### src/rtl/addepadcrc_pkg.sv
// Shared Ethernet transmit/receive definitions.
//   - eth_state_t : frame sequencer states (2-bit encoding)
//   - CRC constants for the reflected IEEE 802.3 CRC-32
//   - ETH_MINLEN  : minimum frame length (bytes, excluding FCS)
package addepadcrc_pkg;

    typedef enum logic [1:0] {
        IDLE = 2'd0,
        DATA = 2'd1,
        PAD  = 2'd2,
        CRC  = 2'd3
    } eth_state_t;

    localparam logic [31:0] CRC_POLY_REFL = 32'hEDB88320;
    localparam logic [31:0] CRC_INIT      = 32'hFFFFFFFF;
    // Register value left after running the CRC over a frame plus its FCS.
    localparam logic [31:0] CRC_RESIDUE   = 32'hDEBB20E3;
    localparam int unsigned ETH_MINLEN    = 60;

endpackage

### src/rtl/addepadcrc_crc32_bytestep.sv
// One-byte step of the reflected IEEE 802.3 CRC-32 (LSB first).
// Purely combinational; also used by the receive-side FCS checker.
//   crc_in  [31:0] : running CRC register before the byte
//   data_in [7:0]  : byte to fold in
//   crc_out [31:0] : running CRC register after the byte
module crc32_bytestep
    import addepadcrc_pkg::*;
(
    input  logic [31:0] crc_in,
    input  logic [7:0]  data_in,
    output logic [31:0] crc_out
);

    always_comb begin
        crc_out = crc_in;
        for (int i = 0; i < 8; i++) begin
            // Feedback bit is the outgoing register LSB combined with the
            // data bit entering on this shift.
            if (crc_out[0] ^ data_in[i]) begin
                crc_out = (crc_out >> 1) ^ CRC_POLY_REFL;
            end else begin
                crc_out = crc_out >> 1;
            end
        end
    end

endmodule

### src/rtl/addepadcrc.sv
// Transmit-path pad + FCS stage.
// Pads short frames with zero bytes up to MINLEN (optional) and appends the
// IEEE 802.3 CRC-32 FCS (optional). No backpressure: one output byte per i_ce.
//   i_clk, i_reset : clock, synchronous active-high reset
//   i_ce           : byte strobe, all state advances only when high
//   i_pad_en       : pad short frames (sampled at frame start)
//   i_crc_en       : append FCS (sampled at frame start)
//   i_v, i_byte    : contiguous input frame
//   o_v, o_byte    : output frame, one i_ce behind the input
//   o_err          : input byte dropped because the stage was busy
module addepadcrc
    import addepadcrc_pkg::*;
#(
    parameter int unsigned MINLEN = ETH_MINLEN
) (
    input  logic       i_clk,
    input  logic       i_reset,
    input  logic       i_ce,
    input  logic       i_pad_en,
    input  logic       i_crc_en,
    input  logic       i_v,
    input  logic [7:0] i_byte,
    output logic       o_v,
    output logic [7:0] o_byte,
    output logic       o_err
);

    localparam logic [5:0] MINLEN_C = 6'(MINLEN);

    eth_state_t  state_reg, state_next;
    logic [31:0] crc_reg, crc_next;
    logic [5:0]  count_reg, count_next;
    logic [2:0]  idx_reg, idx_next;
    logic        prev_v_reg;
    logic        pad_en_reg, pad_en_next;
    logic        crc_en_reg, crc_en_next;
    logic        o_v_reg, o_v_next;
    logic [7:0]  o_byte_reg, o_byte_next;
    logic        o_err_reg, o_err_next;

    logic [31:0] step_crc_in, step_crc_out, fcs;
    logic [7:0]  step_byte, fcs_byte;
    logic [5:0]  count_inc;
    logic        start;

    // A frame starts only on a rising i_v; prev_v resets high so a frame
    // already in flight at reset release is ignored until i_v drops.
    assign start = i_v && !prev_v_reg;

    // Data bytes feed the CRC while accepted; pad bytes feed zeros.
    assign step_byte   = ((state_reg == IDLE) || (state_reg == DATA && i_v)) ? i_byte : 8'h00;
    assign step_crc_in = (state_reg == IDLE) ? CRC_INIT : crc_reg;

    crc32_bytestep u_crc_step (
        .crc_in  (step_crc_in),
        .data_in (step_byte),
        .crc_out (step_crc_out)
    );

    assign fcs       = ~crc_reg;
    assign count_inc = (count_reg == 6'd63) ? count_reg : count_reg + 6'd1;

    always_comb begin
        case (idx_reg[1:0])
            2'd0:    fcs_byte = fcs[7:0];
            2'd1:    fcs_byte = fcs[15:8];
            2'd2:    fcs_byte = fcs[23:16];
            default: fcs_byte = fcs[31:24];
        endcase
    end

    always_comb begin
        state_next  = state_reg;
        crc_next    = crc_reg;
        count_next  = count_reg;
        idx_next    = idx_reg;
        pad_en_next = pad_en_reg;
        crc_en_next = crc_en_reg;
        o_v_next    = o_v_reg;
        o_byte_next = o_byte_reg;
        o_err_next  = 1'b0;

        case (state_reg)
            IDLE: begin
                if (start) begin
                    o_v_next    = 1'b1;
                    o_byte_next = i_byte;
                    crc_next    = step_crc_out;
                    count_next  = 6'd1;
                    pad_en_next = i_pad_en;
                    crc_en_next = i_crc_en;
                    state_next  = DATA;
                end else begin
                    o_v_next    = 1'b0;
                    o_byte_next = 8'h00;
                    crc_next    = CRC_INIT;
                    count_next  = 6'd0;
                end
            end
            DATA: begin
                if (i_v) begin
                    o_v_next    = 1'b1;
                    o_byte_next = i_byte;
                    crc_next    = step_crc_out;
                    count_next  = count_inc;
                end else if (pad_en_reg && count_reg < MINLEN_C) begin
                    o_byte_next = 8'h00;
                    crc_next    = step_crc_out;
                    count_next  = count_inc;
                    state_next  = PAD;
                end else if (crc_en_reg) begin
                    o_byte_next = fcs[7:0];
                    idx_next    = 3'd1;
                    state_next  = CRC;
                end else begin
                    o_v_next    = 1'b0;
                    o_byte_next = 8'h00;
                    state_next  = IDLE;
                end
            end
            PAD: begin
                o_err_next = i_v;
                if (count_reg < MINLEN_C) begin
                    o_byte_next = 8'h00;
                    crc_next    = step_crc_out;
                    count_next  = count_inc;
                end else if (crc_en_reg) begin
                    o_byte_next = fcs[7:0];
                    idx_next    = 3'd1;
                    state_next  = CRC;
                end else begin
                    o_v_next    = 1'b0;
                    o_byte_next = 8'h00;
                    state_next  = IDLE;
                end
            end
            CRC: begin
                o_err_next = i_v;
                // idx==4 means all four FCS bytes have gone out.
                if (idx_reg == 3'd4) begin
                    o_v_next    = 1'b0;
                    o_byte_next = 8'h00;
                    state_next  = IDLE;
                end else begin
                    o_byte_next = fcs_byte;
                    idx_next    = idx_reg + 3'd1;
                end
            end
            default: begin
                state_next = IDLE;
            end
        endcase
    end

    always_ff @(posedge i_clk) begin
        if (i_reset) begin
            state_reg  <= IDLE;
            crc_reg    <= CRC_INIT;
            count_reg  <= 6'd0;
            idx_reg    <= 3'd0;
            prev_v_reg <= 1'b1;
            pad_en_reg <= 1'b0;
            crc_en_reg <= 1'b0;
            o_v_reg    <= 1'b0;
            o_byte_reg <= 8'h00;
            o_err_reg  <= 1'b0;
        end else if (i_ce) begin
            state_reg  <= state_next;
            crc_reg    <= crc_next;
            count_reg  <= count_next;
            idx_reg    <= idx_next;
            prev_v_reg <= i_v;
            pad_en_reg <= pad_en_next;
            crc_en_reg <= crc_en_next;
            o_v_reg    <= o_v_next;
            o_byte_reg <= o_byte_next;
            o_err_reg  <= o_err_next;
        end
    end

    assign o_v    = o_v_reg;
    assign o_byte = o_byte_reg;
    assign o_err  = o_err_reg;

endmodule

### config.mk
export PLATFORM = sky130hd
export DESIGN_NAME = addepadcrc
export DESIGN_NICKNAME = d
export VERILOG_FILES = /design/src/rtl/addepadcrc_pkg.sv /design/src/rtl/addepadcrc_crc32_bytestep.sv /design/src/rtl/addepadcrc.sv
export SDC_FILE = /design/constraint.sdc
export NUM_CORES = 1
export LEC_CHECK = 0
export BUFFER_PORTS_ARGS = -buffer_cell sky130_fd_sc_hd__buf_2
export CAP_MARGIN = 30
export CORE_MARGIN = 2
export CORE_UTILIZATION = 56
export DETAILED_ROUTE_END_ITERATION = 10
export PLACE_DENSITY = 0.83
export RECOVER_POWER = 50
export SLEW_MARGIN = 20
export SYNTH_ARGS = -nofsm -noshare
export SYNTH_HDL_FRONTEND = slang
export SYNTH_HIERARCHICAL = 1
export SYNTH_SLANG_ARGS = --single-unit
export TNS_END_PERCENT = 5
### constraint.sdc
create_clock -name i_clk -period 2.93 [get_ports i_clk]
set_input_delay 0.586 -clock i_clk [delete_from_list [all_inputs] [get_ports i_clk]]
set_output_delay 0.586 -clock i_clk [all_outputs]
set_load 0.01 [all_outputs]
# After elaboration in Yosys (flattened, before gate mapping)
# Cells that the tools add are included.
# word_totals
reg_bits	56
output_inout_bits	10
# classes
muxes	50
add_sub_neg	2
bitwise	17
order_cmp	1
n_reduce_logical	15
eq_ne	16
# op_table
operator	n
two-way mux 32 bit	13
inverter 13 -> 14 bit	8
one-hot mux 32 bit (3 select lines)	1
two-way mux 8 bit	7
inverter 32 bit	1
one-hot mux 8 bit (4 select lines)	1
two-way mux 6 bit	4
one-hot mux 8 bit (3 select lines)	1
one-hot mux 6 bit (3 select lines)	1
two-way mux 3 bit	5
inequality test 2 bit, second input constant	7
two-way mux 2 bit	6
one-hot mux 3 bit (3 select lines)	1
two-way mux 1 bit	8
one-hot mux 2 bit (4 select lines)	1
AND reduction 4 bit	2
bitwise XOR 1 bit	8
adder 6 x 1 -> 6 bit, second input constant	1
== test 2 bit, second input constant	3
== test 6 bit, second input constant	1
< comparator 6 bit, second input constant	1
AND reduction 6 bit	1
nonzero test 3 bit	2
AND reduction 5 bit	1
12 further kinds	16

# Longest topological paths before layout
# Gate-level depths: netlist (run 1).
# depth
depth_word	23
ltp_mapped	11

# Cells and area by module
# Netlist (run 1), hierarchy kept.
# by_module_without_submodules
module	area_per_inst_um2	instances	cells_each	seq_area_each_um2
addepadcrc	3562.2	1	452	1121.1
crc32_bytestep	769.5	1	70	0.0

# Worst setup path before layout (run 1)
# No wires, ideal clock.
# synth_timing
kind	register -> register
startpoint	register state_reg[1]
endpoint	register crc_reg[20]
slack_ps	-135
required_time_ps	2797
path_buffers	1
setup_time_ps	133
t_arrival_ps	2933
stages_incl_launch_ff	12
cell_sequence	dfxtp_1 inv_1 ha_1 a21oi_1 clkbuf_1 nor2b_1 xnor2_4 xor2_4 xnor3_1 xor3_1 nor4_1 o21ai_0
# synth_between
word_cells_on_any_way	36
classes_between	eq/ne (4); mux (15); bitwise (12); reduce/logical (5)
# synth_rtl
item	line	source
start, declared	addepadcrc.sv:30	eth_state_t state_reg, state_next;
start signal, assigned	addepadcrc.sv:168	state_reg <= state_next;
== test 2 x 1 -> 1 bit	addepadcrc.sv:51	assign step_byte = ((state_reg == IDLE) || (state_reg == DATA && i_v)) ? i_byte : 8'h00;
logical AND 1 bit	addepadcrc.sv:51	
logical OR 1 bit *	addepadcrc.sv:51	
two-way mux 8 bit *	addepadcrc.sv:51	
net step_byte[1]	addepadcrc.sv:42	logic [7:0] step_byte, fcs_byte;
bitwise XOR 1 bit *	addepadcrc_crc32_bytestep.sv:19	if (crc_out[0] ^ data_in[i]) begin
two-way mux 32 bit * (2 in a row)	addepadcrc_crc32_bytestep.sv:19	
inverter 13 -> 14 bit (no line)	-	
(+4 left out)	-	
inverter 13 -> 14 bit (no line)	-	
two-way mux 32 bit *	addepadcrc_crc32_bytestep.sv:19	
inverter 13 -> 14 bit (no line)	-	
two-way mux 32 bit *	addepadcrc_crc32_bytestep.sv:19	
net step_crc_out[20]	addepadcrc.sv:41	logic [31:0] step_crc_in, step_crc_out, fcs;
two-way mux 32 bit	addepadcrc.sv:106	end else if (pad_en_reg && count_reg < MINLEN_C) begin
two-way mux 32 bit	addepadcrc.sv:101	if (i_v) begin
one-hot mux 32 bit (3 select lines) *	addepadcrc.sv:83	case (state_reg)
end signal, assigned	addepadcrc.sv:169	crc_reg <= crc_next;
end, declared	addepadcrc.sv:31	logic [31:0] crc_reg, crc_next;
# Mark *: on every way through the listed nets, which the timed path passes. The rest lies on a longest branch. The select of a mux whose other input is x is not followed.
# A chain may end at the register's enable or synchronous reset.

# Worst setup path in the final report (run 1)
# layout_timing
startpoint	register state_reg[0]
endpoint	register crc_reg[23]
# layout_between
word_cells_on_any_way	36
classes_between	eq/ne (4); mux (15); bitwise (12); reduce/logical (5)
# layout_rtl
item	line	source
zero test 2 bit *	addepadcrc.sv:52	assign step_crc_in = (state_reg == IDLE) ? CRC_INIT : crc_reg;
two-way mux 32 bit *	addepadcrc.sv:52	
net step_crc_in[3]	addepadcrc.sv:41	
two-way mux 32 bit * (3 in a row)	addepadcrc_crc32_bytestep.sv:19	
bitwise XOR 1 bit *	addepadcrc_crc32_bytestep.sv:19	
two-way mux 32 bit *	addepadcrc_crc32_bytestep.sv:19	
inverter 13 -> 14 bit (no line)	-	
two-way mux 32 bit * (2 in a row)	addepadcrc_crc32_bytestep.sv:19	
inverter 13 -> 14 bit (no line)	-	
two-way mux 32 bit *	addepadcrc_crc32_bytestep.sv:19	
inverter 13 -> 14 bit (no line)	-	
two-way mux 32 bit *	addepadcrc_crc32_bytestep.sv:19	
net step_crc_out[23]	addepadcrc.sv:41	
two-way mux 32 bit	addepadcrc.sv:106	
two-way mux 32 bit	addepadcrc.sv:101	
one-hot mux 32 bit (3 select lines) *	addepadcrc.sv:83	
# Marked as above.

==> results.sh, run 1 <==
export IMPL_status="finished with violations"
export IMPL_violations="negative setup slack"
export IMPL_cap_violations=0
export IMPL_ys_seq_area_frac=0.2588
export IMPL_r2r_cells=12
export IMPL_pre_cts_slack_ns=-0.1487
export IMPL_synth_seq_cells=56
export IMPL_synth_area_per_cell_um2=8.298
export IMPL_power_density_mw_per_mm2=392.5
export IMPL_clkPwrFrac=0.243
export IMPL_synth_flop_cell="dfxtp_1"
export IMPL_hold_start="o_err"
export IMPL_max_slew_margin_rel=0.3714
export IMPL_grt_max_degree=41
export IMPL_die_y_um=91.95
export IMPL_final_min_clock_period_ns=2.944
export IMPL_reg2reg_slack_ns=-0.01
export IMPL_grt_pass1_vias=4020
export IMPL_max_freq_mhz=339.6
export IMPL_ys_types=62
export IMPL_reg2reg_from="state_reg[0]"
export IMPL_finalHoldViolCount=0
export IMPL_cp_top_family="XOR/XNOR gates"
export IMPL_grt_ovfl_total=0
export IMPL_gp_congestion=0.9593
export IMPL_rsz0062_at_grt="true"
export IMPL_slew_violations=0
export IMPL_cp_buffers_inverters=4
export IMPL_p_leak_nw=1.865
export IMPL_syn_nets=546
export IMPL_fin_skew_ns=0.005357
export IMPL_grt_usage=0.2933
export IMPL_clock_path_buffers=2
export IMPL_drive_gt1_frac=0.2536
export IMPL_synthArstFlopShare=0
export IMPL_fillers=639
export IMPL_cp_cell_sequence="inv_1 -> ha_1 -> buf_4 -> buf_4 -> or2_2 -> xnor2_2 -> xnor2_2 -> xnor2_2 -> buf_4 -> xor3_1 -> nor4_1 -> o21ai_0"
export IMPL_rows=32
export IMPL_min_to="o_err"
export IMPL_p_comb_frac=0.337
export IMPL_power_switching_share=0.3252
export IMPL_fp_coreArea_mm2=0.007607
export IMPL_internal_power_mw=1.309
export IMPL_hold_buffers=0
export IMPL_numCtsBuffers=5
export IMPL_r2r_end="crc_reg[23]"
export IMPL_ios=24
export IMPL_drc=0
export IMPL_crit_path_max_incr_delay_ns=0.36
export IMPL_crit_path_start="state_reg[0]"
export IMPL_vdd_drop_max_uv=199.2
export IMPL_cts_tree="done"
export IMPL_io_buffers=23
export IMPL_p_seq_frac=0.420
export IMPL_firstDrtPassIters=5
export IMPL_syn_cell_area_mm2=0.004332
export IMPL_finalInstanceArea_mm2=0.004943
export IMPL_placed_area_mm2=0.004674
export IMPL_crit_fanout=14
export IMPL_area_delta_synth_final_pct=14.12
export IMPL_start_util=0.5694
export IMPL_holdPathStages=2
export IMPL_setup_viol=1
export IMPL_post_route_period_util=1.005
export IMPL_dp_hpwl_um=8369
export IMPL_root_buffer="clkbuf_8"
export IMPL_final_nets=580
export IMPL_chipWidth_um=91.95
export IMPL_arrival_ns=3.11
export IMPL_worstSetupPathType="register to register"
export IMPL_drt_iter0_drc=290
export IMPL_vias=4142
export IMPL_cts_sinks=56
export IMPL_ys_warn_count=6
export IMPL_synth_cells=522
export IMPL_finalWirelength_um=12430
export IMPL_die_area_mm2=0.008455
export IMPL_required_ns=3.10
export IMPL_wl_per_cell_um=18.89
export IMPL_hold_class="register to register"
export IMPL_worstMarginPinSlew_ns=0.9393
export IMPL_drtAntennaViolNets=0
export IMPL_clk_pin_slew_worst_paths_ns=0.10
export IMPL_switching_power_uw=631.0
export IMPL_synth_edf_count=0
export IMPL_critPathSlowestCell="dfxtp_2"
export IMPL_largest_reg_flops=32
export IMPL_vias_per_cell=6.295
export IMPL_h_tree_depth=2
export IMPL_cp_end_kind="register"
export IMPL_worstSetupStartpointType="register"
export IMPL_clk_latency_ns=0.32
export IMPL_grt_pass1_wl_um=19790
export IMPL_antenna_found_initial=0
export IMPL_antennaDiodeCount=0
export IMPL_setup_slack_ns=-0.01442
worst max-delay path by stage:
stage	endpoint	slack (ns)	cells past startpoint
after detailed placement	crc_reg[20]	-0.15	10
after floorplan	crc_reg[20]	0.01	10
final	crc_reg[23]	-0.01	12
after global routing	crc_reg[23]	-0.11	12
after global placement	crc_reg[23]	-0.02	10
after CTS	crc_reg[29]	0.01	12
per-stage QoR:
stage	power (mW)	util	cells	setup TNS [ns]	hold WS, ns
2_1_floorplan	1.255	-	522	0	0.4562
3_3_place_gp	1.402	0.6145	642	-0.03791	0.4510
3_5_place_dp	1.411	0.6145	642	-0.2473	0.4657
4_1_cts	1.895	0.6350	649	0	0.4814
5_1_grt	2.018	0.6498	658	-0.3634	0.5019
6_report	1.940	0.6498	658	-0.01442	0.4744
final cells by class:
class	instances	area (um2)	area share
Multi-Input combinational cell	407	3072	0.6214
Sequential cell	56	1124	0.2273
Timing Repair Buffer	68	456.7	0.09238
Tap cell	102	127.6	0.02582
Clock buffer	7	96.34	0.01949
Inverter	18	67.56	0.01367
cells in the mapped netlist, drive strengths merged, types with 10 or more instances:
library cell   n  area [um2]
a21oi         63       326.6
buf           28       165.2
clkbuf        13       50.04
dfxtp         56        1121
ha            10       125.1
inv           18       67.56
nand2         16       60.06
nor2          15       58.81
nor2b         36       225.2
nor4          33       206.5
o211ai        10       75.07
o21ai         36       195.2
or2           32       200.2
xnor2         49       485.5
xor2          18       214.0
per-layer routing:
layer / vias to the layer above / GRT usage / wire (um)
met5: - / 0 / 0
li1: 1934 / - / -
met1: 1984 / 0.3777 / 5059
met3: 40 / 0.03862 / 706
met4: 0 / 0.1294 / 459
met2: 184 / 0.4920 / 6206
logic make-up (layout without fill, tap and decap cells):
group / count (synthesis) / in the layout / synth area share
multiplexers: 4 / 4 / 0.009244
adder cells (fa/ha/maj): 10 / 10 / 0.02889
buffers and inverters: 59 / 93 / 0.06528
AND/OR/NAND/NOR: 174 / 174 / 0.2357
AO/OA/AOI/OAI: 149 / 149 / 0.2244
flip-flops: 56 / 56 / 0.2588
XOR/XNOR: 70 / 70 / 0.1776
power by group through the flow:
stage / logic, mW / clock network (mW) / registers, mW
finish: 0.654 / 0.472 / 0.815
CTS: 0.603 / 0.479 / 0.813
floorplan: 0.434 / 0 / 0.821
global route: 0.695 / 0.507 / 0.817
global placement: 0.573 / 0 / 0.829
detailed placement: 0.581 / 0 / 0.830
worst register-to-register path, delay by kind of cell (launching register included):
family / cells / cell delay [ns]
flops: 1 / 0.36
fa+ha+maj: 1 / 0.23
xor+xnor: 4 / 0.96
buf+inv: 4 / 0.58
simple gates: 2 / 0.55
compound gates: 1 / 0.10
timing repair:
item,CTS,global route
setup buffers,0,9
endpoints found under the setup margin,6,17
pin swaps,1,5
gates resized for setup,6,10
cell usage in the layout (no fill, tap or decap), types with 4 or more instances in the layout:
master    instances
a21oi_1          61
dfxtp_1          54
buf_4            44
xnor2_1          41
nor2b_1          34
nor4_1           32
or2_2            30
buf_2            23
o21ai_0          20
inv_1            18
nand2_1          16
o21ai_1          14
nor2_1           13
o211ai_1         10
ha_1             10
xor2_1           10
a311oi_1          9
or3_1             9
nand3_1           9
a2111o_1          8
clkbuf_8          7
nand4_1           6
xor2_4            6
nor3_1            4
o31ai_1           4
mux2i_1           4
xnor2_4           4
xnor2_2           4
Power figures use the tool's default switching activity.
==> run 2, diff against run 1 <==
Settings changed: CORE_UTILIZATION 56 to 58, CTS_BUF_LIST from default to sky130_fd_sc_hd__clkbuf_4, PLACE_DENSITY 0.83 to 0.85.
==> results.sh, run 2 (same netlist as run 1, synthesis figures left out) <==
export IMPL_wl_per_cell_um=18.05
export IMPL_drc=0
export IMPL_grt_ovfl_total=0
export IMPL_drtAntennaViolNets=0
export IMPL_post_route_period_util=0.9702
export IMPL_max_freq_mhz=351.8
export IMPL_fin_skew_ns=0.01470
export IMPL_largest_reg_flops=32
export IMPL_cap_violations=0
export IMPL_final_nets=567
export IMPL_drt_iter0_drc=423
export IMPL_numCtsBuffers=5
export IMPL_max_slew_margin_rel=0.1541
export IMPL_timing_hold_ws_ns=0.4157
export IMPL_finalWirelength_um=11610
export IMPL_reg2reg_from="state_reg[0]"
export IMPL_critPathSlowestCell="dfxtp_1"
export IMPL_grt_pass1_vias=3781
export IMPL_cp_cell_sequence="inv_1 -> ha_1 -> buf_12 -> or2_2 -> xnor2_4 -> xor2_1 -> xnor2_1 -> xnor2_1 -> nor4_1 -> o21ai_1"
export IMPL_fillers=613
export IMPL_ios=24
export IMPL_cp_end_kind="register"
export IMPL_crit_path_start="state_reg[0]"
export IMPL_layout_common_cells="a21oi_1 (61), dfxtp_1 (56), xnor2_1 (41)"
export IMPL_cts_sinks=56
export IMPL_antennaDiodeCount=0
export IMPL_rows=31
export IMPL_clk_latency_ns=0.39
export IMPL_clock_path_buffers=2
export IMPL_rsz0062_at_grt="true"
export IMPL_setup_slack_ns=0.08725
export IMPL_hold_start="i_pad_en"
export IMPL_gp_congestion=0.9472
export IMPL_vias=4030
export IMPL_final_min_clock_period_ns=2.843
export IMPL_die_area_mm2=0.008176
export IMPL_dp_hpwl_um=8287
export IMPL_grt_usage=0.2846
export IMPL_cp_top_family="XOR/XNOR gates"
export IMPL_die_y_um=90.42
export IMPL_cts_tree="done"
export IMPL_status="complete, no violations"
export IMPL_io_buffers=23
export IMPL_cp_buffers_inverters=2
export IMPL_drive_gt1_frac=0.2059
export IMPL_crit_fanout=18
export IMPL_hold_class="input pin to register"
export IMPL_antenna_found_initial=0
export IMPL_grt_max_degree=35
export IMPL_layout_commonest_cell="a21oi_1"
export IMPL_h_tree_depth=2
export IMPL_grt_pass1_wl_um=19150
export IMPL_setup_viol=0
export IMPL_hold_buffers=0
export IMPL_dp_cells=634
export IMPL_finalHoldViolCount=0
export IMPL_worstSetupStartpointType="register"
export IMPL_worstSetupPathType="register to register"
export IMPL_start_util=0.5972
export IMPL_chipWidth_um=90.42
export IMPL_area_delta_synth_final_pct=9.734
export IMPL_worstMarginPinSlew_ns=1.269
export IMPL_arrival_ns=3.11
export IMPL_multi_input_area_mm2=0.003008
export IMPL_ff_latch_area_mm2=0.001121
export IMPL_slew_violations=0
export IMPL_pre_cts_slack_ns=-0.06000
export IMPL_crit_top_cell="xnor2_1"
export IMPL_fp_coreArea_mm2=0.007253
export IMPL_p_leak_nw=1.746
export IMPL_required_ns=3.20
export IMPL_firstDrtPassIters=5
export IMPL_root_buffer="clkbuf_4"
export IMPL_instances_no_fill=643
export IMPL_vdd_drop_max_uv=224.8
export IMPL_clk_pin_slew_worst_paths_ns=0.16
export IMPL_crit_path_max_incr_delay_ns=0.41
export IMPL_power_density_mw_per_mm2=376.7
export IMPL_vias_per_cell=6.267
-- run 2: cell count changes in the layout (fill, tap and decap cells not counted), sizes merged --
cell,change
buf,-24
clkinv,+1
clkbuf,+11
-- run 2: tightest hold or removal path, cell delays in order --
cell and delay (ns):
buf_2 0.08, mux2i_1 0.05, nor2_1 0.07
-- run 2: stage by stage --
step / total power [mW] / area [um2] / utilization / setup TNS, ns
after floorplan: 1.255 / 4383 / - / 0
after detailed placement: 1.411 / 4671 / 0.6440 / -0.1155
final: 1.790 / 4753 / 0.6553 / 0
after CTS: 1.774 / 4735 / 0.6528 / 0
after global placement: 1.399 / 4671 / 0.6440 / 0
after global routing: 1.868 / 4753 / 0.6553 / -0.2297
-- run 2: routing by layer --
metal,share of wire,track usage,up-vias
met3,0.054,0.03506,26
li1,-,-,1900
met5,0,0,-
met4,0.019,0.07821,0
met2,0.50,0.5038,147
met1,0.43,0.3659,1957
-- run 2: area by class of cell --
cell class / count / area share
repair buffers: 55 / 0.07923
clock buffers: 7 / 0.01106
multi-input cells: 407 / 0.6328
well taps: 99 / 0.02606
clock inverters: 1 / 0.0007897
flip-flops and latches: 56 / 0.2359
inverters: 18 / 0.01421
-- run 2: worst paths after layout --
path	cells past startpoint	end	slack (ns)
worst min register to register	2	o_err	0.48
worst max-delay path	10	crc_reg[18]	0.09
worst max register to register	10	crc_reg[18]	0.09
worst min-delay path	3	pad_en_reg	0.42
-- run 2: timing repair --
| item | 4_1_cts | 5_1_grt |
|---|---|---|
| gates cloned | 0 | 0 |
| buffers inserted | 0 | 1 |
| pin swaps | 0 | 1 |
| endpoints found under the setup margin | 2 | 8 |
| resized for setup | 1 | 5 |
| endpoints found under the hold margin | 0 | 0 |
-- run 2: power by group --
part	switching, mW	internal, mW
logic	0.320	0.286
registers	0.0280	0.788
clock network	0.256	0.112
total	0.605	1.19
==> run 3, diff against run 2 <==
Settings changed: PLACE_DENSITY 0.85 to 0.78.
==> results.sh, run 3 (same netlist as run 1, synthesis figures left out) <==
export IMPL_power_density_mw_per_mm2=376.9
export IMPL_final_min_clock_period_ns=2.791
export IMPL_final_nets=575
export IMPL_finalHoldViolCount=0
export IMPL_antennaDiodeCount=0
export IMPL_fin_skew_ns=0.01459
export IMPL_wl_per_cell_um=18.20
export IMPL_hold_class="input pin to register"
export IMPL_io_buffers=23
export IMPL_die_area_mm2=0.008176
export IMPL_layout_common_cells="a21oi_1 (61), dfxtp_1 (54), xnor2_1 (40)"
export IMPL_post_route_period_util=0.9526
export IMPL_instances_no_fill=651
export IMPL_vdd_drop_max_uv=245.0
export IMPL_cts_sinks=56
export IMPL_rsz0062_at_grt="false"
export IMPL_ios=24
export IMPL_area_delta_synth_final_pct=10.86
export IMPL_largest_reg_flops=32
export IMPL_clock_path_buffers=2
export IMPL_h_tree_depth=2
export IMPL_cts_tree="done"
export IMPL_grt_usage=0.2851
export IMPL_worstSetupStartpointType="register"
export IMPL_drtAntennaViolNets=0
export IMPL_total_power_mw=1.810
export IMPL_chipWidth_um=90.42
export IMPL_required_ns=3.20
export IMPL_setup_viol=0
export IMPL_p_leak_nw=1.772
export IMPL_worstMarginPinSlew_ns=0.9641
export IMPL_gp_congestion=0.9251
export IMPL_grt_ovfl_total=0
export IMPL_vias_per_cell=6.346
export IMPL_worstSetupPathType="register to register"
export IMPL_slew_violations=0
export IMPL_arrival_ns=3.06
export IMPL_grt_max_degree=34
export IMPL_grt_pass1_wl_um=19260
export IMPL_firstDrtPassIters=5
export IMPL_crit_fanout=23
export IMPL_cap_violations=0
export IMPL_drive_gt1_frac=0.2228
export IMPL_start_util=0.5972
export IMPL_drc=0
export IMPL_layout_commonest_cell="a21oi_1"
export IMPL_rows=31
export IMPL_max_slew_margin_rel=0.3573
export IMPL_dp_cells=637
export IMPL_clk_pin_slew_worst_paths_ns=0.16
export IMPL_numCtsBuffers=5
export IMPL_max_freq_mhz=358.3
export IMPL_fillers=604
export IMPL_fp_coreArea_mm2=0.007253
export IMPL_root_buffer="clkbuf_4"
export IMPL_status="complete, no violations"
export IMPL_dp_hpwl_um=8333
export IMPL_grt_pass1_vias=3979
export IMPL_vias=4131
export IMPL_die_y_um=90.42
export IMPL_setup_tns_final_ns=0
export IMPL_finalWirelength_um=11850
export IMPL_clk_latency_ns=0.40
export IMPL_drt_iter0_drc=327
export IMPL_cp_end_kind="register"
export IMPL_antenna_found_initial=0
run 3: cell count changes in the layout (fill, tap and decap cells not counted), sizes merged:
cell,change
clkbuf,+7
buf,+1
run 3: timing repair:
| item | in CTS | in global routing |
|---|---|---|
| cloned | 0 | 0 |
| resized for setup | 2 | 15 |
| pin swaps | 1 | 5 |
| buffers inserted | 0 | 6 |
| setup endpoints to repair | 3 | 16 |
| hold buffers | 0 | 0 |
run 3: final cells by class:
class | instances | area, um2 | area share
Clock buffer | 7 | 52.55 | 0.01094
Clock inverter | 1 | 3.754 | 0.0007817
Tap cell | 99 | 123.9 | 0.02579
Multi-Input combinational cell | 407 | 3028 | 0.6305
Inverter | 18 | 67.56 | 0.01407
Timing Repair Buffer | 63 | 402.9 | 0.08390
Sequential cell | 56 | 1124 | 0.2340
run 3: stage by stage:
step	cell area (um2)	setup WS [ns]	util	hold slack (ns)
after floorplan	4383	0.01009	-	0.4562
after global placement	4681	0.06546	0.6453	0.4504
after detailed placement	4681	-0.09808	0.6453	0.4585
after CTS	4756	0.01790	0.6557	0.4018
after global routing	4802	0.01016	0.6621	0.4234
final	4802	0.1389	0.6621	0.3983
run 3: power breakdown:
part | switching (mW) | leakage (nW) | internal [mW]
logic | 0.330 | 1.28 | 0.301
clock network | 0.252 | 0.0338 | 0.112
registers | 0.0270 | 0.456 | 0.788
run 3: final timing paths:
path	from	to	slack (ns)	cells after the start
worst max-delay path	state_reg[0]	crc_reg[20]	0.14	10
worst min-delay path	i_pad_en	pad_en_reg	0.40	3
worst max register to register	state_reg[0]	crc_reg[20]	0.14	10
worst min register to register	o_err	o_err	0.48	2
run 3: metal layers:
layer | wire length [um] | share of wire | GRT usage
met5 | 0 | 0 | 0
met4 | 470 | 0.040 | 0.1462
met3 | 711 | 0.060 | 0.03840
met2 | 5799 | 0.49 | 0.4793
met1 | 4866 | 0.41 | 0.3576
run 3: critical path, stage by stage (launching register included):
cell and delay (ns):
dfxtp_2 0.39, inv_1 0.09, ha_4 0.19, buf_12 0.15, or2_2 0.32, xnor2_4 0.25
xor2_4 0.17, xnor3_1 0.47, xor3_1 0.22, nor4_1 0.30, o21ai_0 0.11
